==> config.mk <==
export PLATFORM = sky130hd
export DESIGN_NAME = cpu_run_ctrl
export DESIGN_NICKNAME = d
export VERILOG_FILES = /design/src/rtl/cpu_run_ctrl.sv
export SDC_FILE = /design/constraint.sdc
export NUM_CORES = 1
export LEC_CHECK = 0
export ABC_CLOCK_PERIOD_IN_PS = 2600
export CAP_MARGIN = 25
export CORE_MARGIN = 8
export CORE_UTILIZATION = 52
export CTS_CLUSTER_SIZE = 12
export DETAILED_ROUTE_END_ITERATION = 7
export GPL_ROUTABILITY_DRIVEN = 0
export PLACE_DENSITY = 0.8
export SLEW_MARGIN = 20
export SYNTH_ARGS = -nofsm -noshare
export SYNTH_HDL_FRONTEND = slang
export SYNTH_SLANG_ARGS = --single-unit
==> constraint.sdc <==
create_clock -name clk -period 2.6 [get_ports clk]
set_input_delay 0.52 -clock clk [delete_from_list [all_inputs] [get_ports clk]]
set_output_delay 0.52 -clock clk [all_outputs]
set_load 0.005 [all_outputs]
==> src/rtl/cpu_run_ctrl.sv <==
// cpu_run_ctrl -- run controller for the pipelined cpu core.
//
// Holds the core in reset for RST_CYCLES cycles after a start pulse, then lets
// it run while counting cycles. A run ends on halt (PC unchanged for
// STALL_LIMIT consecutive samples) or on timeout (MAX_CYCLES run cycles).
// When both happen on the same edge, halt is reported.
//
// Optional feature macro: CPU_RUN_PERF_EN -- adds change_count, the number of
// run edges on which the PC advanced. It saturates at all-ones.
//
// Ports:
//   clk          clock, rising edge
//   rst          synchronous active-high reset
//   start        pulse that begins a run from IDLE or DONE
//   pc_in        observed core PC
//   cpu_rst      reset to the core (high in IDLE and RESET)
//   running      high in RUN
//   done         high in DONE
//   halted       run ended by halt detection (valid while done)
//   timeout      run ended by MAX_CYCLES (valid while done)
//   cycle_count  RUN cycles elapsed in the current or last run
//   change_count PC-advance count (CPU_RUN_PERF_EN only)
module cpu_run_ctrl #(
  parameter int PC_WIDTH    = 32,
  parameter int CNT_WIDTH   = 16,
  parameter int RST_CYCLES  = 2,
  parameter int MAX_CYCLES  = 1000,
  parameter int STALL_LIMIT = 8
) (
  input  logic                 clk,
  input  logic                 rst,
  input  logic                 start,
  input  logic [PC_WIDTH-1:0]  pc_in,
  output logic                 cpu_rst,
  output logic                 running,
  output logic                 done,
  output logic                 halted,
  output logic                 timeout,
  output logic [CNT_WIDTH-1:0] cycle_count
`ifdef CPU_RUN_PERF_EN
  ,
  output logic [CNT_WIDTH-1:0] change_count
`endif
);

  // rst_cnt counts 0..RST_CYCLES-1. same_cnt counts 0..STALL_LIMIT-1.
  localparam int RW = (RST_CYCLES > 1) ? $clog2(RST_CYCLES) : 1;
  localparam int SW = $clog2(STALL_LIMIT);

  // Parameter legality. A bad parameter value stops elaboration.
  if (RST_CYCLES < 1) begin : g_bad_rst
    $error("cpu_run_ctrl: RST_CYCLES must be >= 1");
  end
  if (STALL_LIMIT < 2) begin : g_bad_stall
    $error("cpu_run_ctrl: STALL_LIMIT must be >= 2");
  end
  if (MAX_CYCLES < 1 || longint'(MAX_CYCLES) >= (longint'(1) << CNT_WIDTH)) begin : g_bad_max
    $error("cpu_run_ctrl: MAX_CYCLES must be in [1, 2**CNT_WIDTH)");
  end

  typedef enum logic [1:0] {S_IDLE, S_RESET, S_RUN, S_DONE} state_t;

  state_t                state, state_nxt;
  logic [RW-1:0]         rst_cnt;
  logic [PC_WIDTH-1:0]   last_pc;
  logic [SW-1:0]         same_cnt;
  logic                  first_run;  // the next RUN edge only loads last_pc
  logic                  pc_same, halt_hit, tmo_hit;
  logic [CNT_WIDTH-1:0]  cnt_inc;

  always_comb begin
    state_nxt = state;
    pc_same   = (pc_in == last_pc);
    cnt_inc   = cycle_count + CNT_WIDTH'(1);
    halt_hit  = 1'b0;
    tmo_hit   = 1'b0;
    case (state)
      S_IDLE:  if (start) state_nxt = S_RESET;
      S_RESET: if (rst_cnt == RW'(RST_CYCLES - 1)) state_nxt = S_RUN;
      S_RUN: begin
        if (!first_run) begin
          // same_cnt holds the number of earlier equal samples, minus one.
          // This sample is equal too, so STALL_LIMIT equal samples are reached
          // when same_cnt is STALL_LIMIT-2.
          halt_hit = pc_same && (same_cnt == SW'(STALL_LIMIT - 2));
          tmo_hit  = (cnt_inc == CNT_WIDTH'(MAX_CYCLES));
          if (halt_hit || tmo_hit) state_nxt = S_DONE;
        end
      end
      S_DONE:  if (start) state_nxt = S_RESET;
      default: state_nxt = S_IDLE;
    endcase
  end

  always_ff @(posedge clk) begin
    if (rst) state <= S_IDLE;
    else     state <= state_nxt;
  end

  always_ff @(posedge clk) begin
    if (rst) begin
      cpu_rst     <= 1'b1;
      running     <= 1'b0;
      done        <= 1'b0;
      halted      <= 1'b0;
      timeout     <= 1'b0;
      cycle_count <= '0;
      same_cnt    <= '0;
      last_pc     <= '0;
      rst_cnt     <= '0;
      first_run   <= 1'b1;
`ifdef CPU_RUN_PERF_EN
      change_count <= '0;
`endif
    end else begin
      // Status outputs are registered decodes of the next state.
      cpu_rst <= (state_nxt == S_IDLE) || (state_nxt == S_RESET);
      running <= (state_nxt == S_RUN);
      done    <= (state_nxt == S_DONE);

      if (state_nxt == S_RESET && state != S_RESET) begin
        // A new run starts here. Counters are cleared on the start edge.
        rst_cnt     <= '0;
        cycle_count <= '0;
        halted      <= 1'b0;
        timeout     <= 1'b0;
        first_run   <= 1'b1;
`ifdef CPU_RUN_PERF_EN
        change_count <= '0;
`endif
      end else if (state == S_RESET) begin
        rst_cnt <= rst_cnt + 1'b1;
      end

      if (state == S_RUN) begin
        first_run <= 1'b0;
        if (first_run) begin
          last_pc  <= pc_in;
          same_cnt <= '0;
        end else begin
          cycle_count <= cnt_inc;
          if (pc_same) begin
            same_cnt <= same_cnt + 1'b1;
          end else begin
            same_cnt <= '0;
            last_pc  <= pc_in;
`ifdef CPU_RUN_PERF_EN
            if (change_count != '1) change_count <= change_count + 1'b1;
`endif
          end
          halted  <= halt_hit;
          timeout <= tmo_hit && !halt_hit;  // halt has priority over timeout
        end
      end
    end
  end

endmodule

==> summary.md <==
| Metric | Value |
|---|---|
| Outcome | complete, no violations |
| Dpl hpwl | 5.02 mm |
| Antenna cell count | 0 |
| Leakage power | 1.65 nW |
| CTS Buf Count | 9 |
| Max_slew headroom | 0.568 |
| Most common cell after layout, fill and taps aside | dfxtp_1 |
| # port buffers | 55 |
| Average size of a mapped cell | 8.93 sq um |
| Die Width | 92.0 um |
| # setup viols final | 0 |
| Synth cell types | 39 |
| Die H | 92.0 um |
| DRC Markers | 0 |
| Yosys top cell area share | 0.400 |
| Post-CTS setup repair buffer count | 0 |
| RSZ-0062 raised after global routing | no |
| I/O pin count | 56 |
| Met2 wire length | 3.34 mm |
| CP required | 2.87 ns |
| TritonCTS clock tree | done |
| Crit path DAT | 2.77 ns |
| Most frequent cells in the layout | dfxtp_1 (60), nor2_1 (57), clkdlybuf4s50_1 (48) |
| Vias in the first global route | 2558 |
| Avg WL per Cell | 14.3 um |
| First-pass GRT wire length | 11.7 mm |
| Via count | 2572 |
| Clock transition at path regs | 0.06 ns |
| FF-to-FF path depth | 8 |
| Row cnt | 27 |
| Initial antenna violation count | 0 |
| Worst-margin pin slew | 0.645 ns |
| Post-placement setup slack | -0.625 ns |
| PD cells | 835 nW/um^2 |
| Tot Pwr | 0.00323 W |
| Hold_sp | cycle_count[15] |
| DR iter-0 viols | 146 |
| Peak Freq | 401 MHz |
| Final setup margin | 0.106 ns |
| Tcrit/Tclk final | 0.959 |
| Fin. max-slew vios | 0 |
| Synth Warn # | 0 |
| DRT antenna net count | 0 |
| Max IR drop VDD | 477 uV |
| Drt pass-1 iters | 4 |
| Hold violation count in the final report | 0 |
| Top_reg_cell synth | dfxtp_1 |
| Crit end category | flop |
| FF-to-FF Start | cycle_count[0] |
| Max-cap violations | 0 |
| Cells after Synth | 336 |
| Maximum clock path buffer count | 2 |
| Min Hold Slack | 0.479 ns |
| CP max FO | 5 |
| Met3 wire length | 392 um |
| Largest net degree at the start of global routing | 41 |
| Crit Reg-Reg Endpoint | cycle_count[6] |
| Number of enable flip-flop cells after synthesis | 0 |
| Initial Util | 0.542 |
| Area of the die | 8460 sq um |
| H-tree Lvls | 3 |
| Final Net Count | 440 |
| CP Launch Type | input port |
| Global route overflow | 0 |
| Worst Hold Class | reg -> reg |
| Post-Syn Nets | 377 |
| Yosys top cell by area | dfxtp_1 |
| Detailed-route wire length | 6.78 mm |
| Minimum clock period | 2.49 ns |
| Layout cells sized above 1 | 0.0893 |
| Clock Sinks | 60 |
| Synthesized cell area | 3000 sq um |
| WS Path Type | in -> reg |
| Hold EP | cycle_count[15] |
| Asr flop ratio synth | 0 |
| Later-pin clock latency in the skew report | 0.34 ns |
| R2R setup slack | 0.17 ns |
| Vias/cell | 5.41 |
| Hold path depth | 2 |
| Area Growth Syn to Fin | 28.9% |
| Top sig layer | met4 |
| Largest cells by area after synthesis | dfxtp_1 (40%), mux2i_1 (11%), xor2_1 (9.3%) |
| Register bit total from synthesis | 60 |
| Total track usage | 0.170 |
| Setup TNS | 0 ns |
| Core area | 5540 sq um |
| Clk root buf | clkbuf_8 |
| Seq/Total Area, Yosys | 0.400 |
| Met1 Routed Length | 2.92 mm |
| Worst Skew | 0.00590 ns |
==> cells in the mapped netlist (6+ instances only) <==
cell      instances
dfxtp_1          60
nor2_1           57
mux2i_1          32
xor2_1           32
nand2_1          26
a21oi_1          12
a31oi_1          10
clkbuf_1         10
nor4_1            9
o21ai_1           9
nand3_1           8
xnor2_1           8
ha_1              6
inv_1             6
nand4_1           6
nor3_1            6
==> registers in the layout (all words and copies together), names as in the netlist <==
name / count
timeout: 1
done: 1
cpu_rst: 1
same_cnt: 3
running: 1
state: 2
last_pc: 32
first_run: 1
halted: 1
cycle_count: 16
rst_cnt: 1
==> kinds of logic (layout without fill, tap and decap cells) <==
kind of cell,Yosys count,after routing,share of synthesized area
adders and majority gates,6,6,0.0250
AOI/OAI and AO/OA,47,47,0.104
and+or+nand+nor,129,129,0.204
DFF,60,60,0.400
muxes,32,32,0.107
buffers and inverters,22,89,0.0433
xor gates and xnor gates,40,40,0.117
==> stage by stage <==
stage,utilization,instances,cell area (sq um)
floorplan,-,336,3000
global placement,0.659,460,3650
detailed placement,0.659,460,3650
CTS,0.696,475,3860
global route,0.699,475,3870
finish,0.699,475,3870
==> layout make-up <==
| class | instances | area, sq um |
|---|---|---|
| inverters | 7 | 26.3 |
| repair buffers | 67 | 644 |
| clock buffers | 14 | 173 |
| fillers | 465 | 1670 |
| multi-input cells | 254 | 1710 |
| well taps | 72 | 90.1 |
| clock inverters | 1 | 30.0 |
| flip-flops and latches | 60 | 1200 |
==> critical path, stage by stage <==
cell and delay (ns):
dlygate4sd2_1 0.25, xor2_1 0.15, nor4_2 0.34, buf_4 0.17
nand3_1 0.07, or4_4 0.48, buf_4 0.18, or4_1 0.46
a21oi_1 0.14
==> timing repair <==
action | in CTS | in global routing
hold buffers | 0 | 0
setup endpoints to repair | 44 | 27
gates resized for setup | 10 | 2
pin swaps | 8 | 4
==> per-layer routing <==
| metal | track usage | vias up |
|---|---|---|
| met4 | 0.0872 | 0 |
| met2 | 0.268 | 60 |
| met1 | 0.201 | 1205 |
| met5 | 0 | - |
| met3 | 0.0570 | 11 |
| li1 | - | 1296 |
==> worst max path at each step <==
stage	to	start	depth (start not counted)
6_report	same_cnt[1]	pc_in[9]	9
5_1_grt	cycle_count[6]	cycle_count[0]	8
4_1_cts	cycle_count[6]	pc_in[7]	9
3_5_place_dp	cycle_count[6]	pc_in[9]	10
3_3_place_gp	cycle_count[3]	pc_in[9]	10
2_1_floorplan	cycle_count[7]	pc_in[29]	9
==> power by group <==
part           leakage [nW]  internal, W  switching [W]
combinational          1.06     0.000557       0.000608
clock                 0.103     0.000517       0.000334
sequential            0.487      0.00109       0.000127
Power figures use the tool's default switching activity.
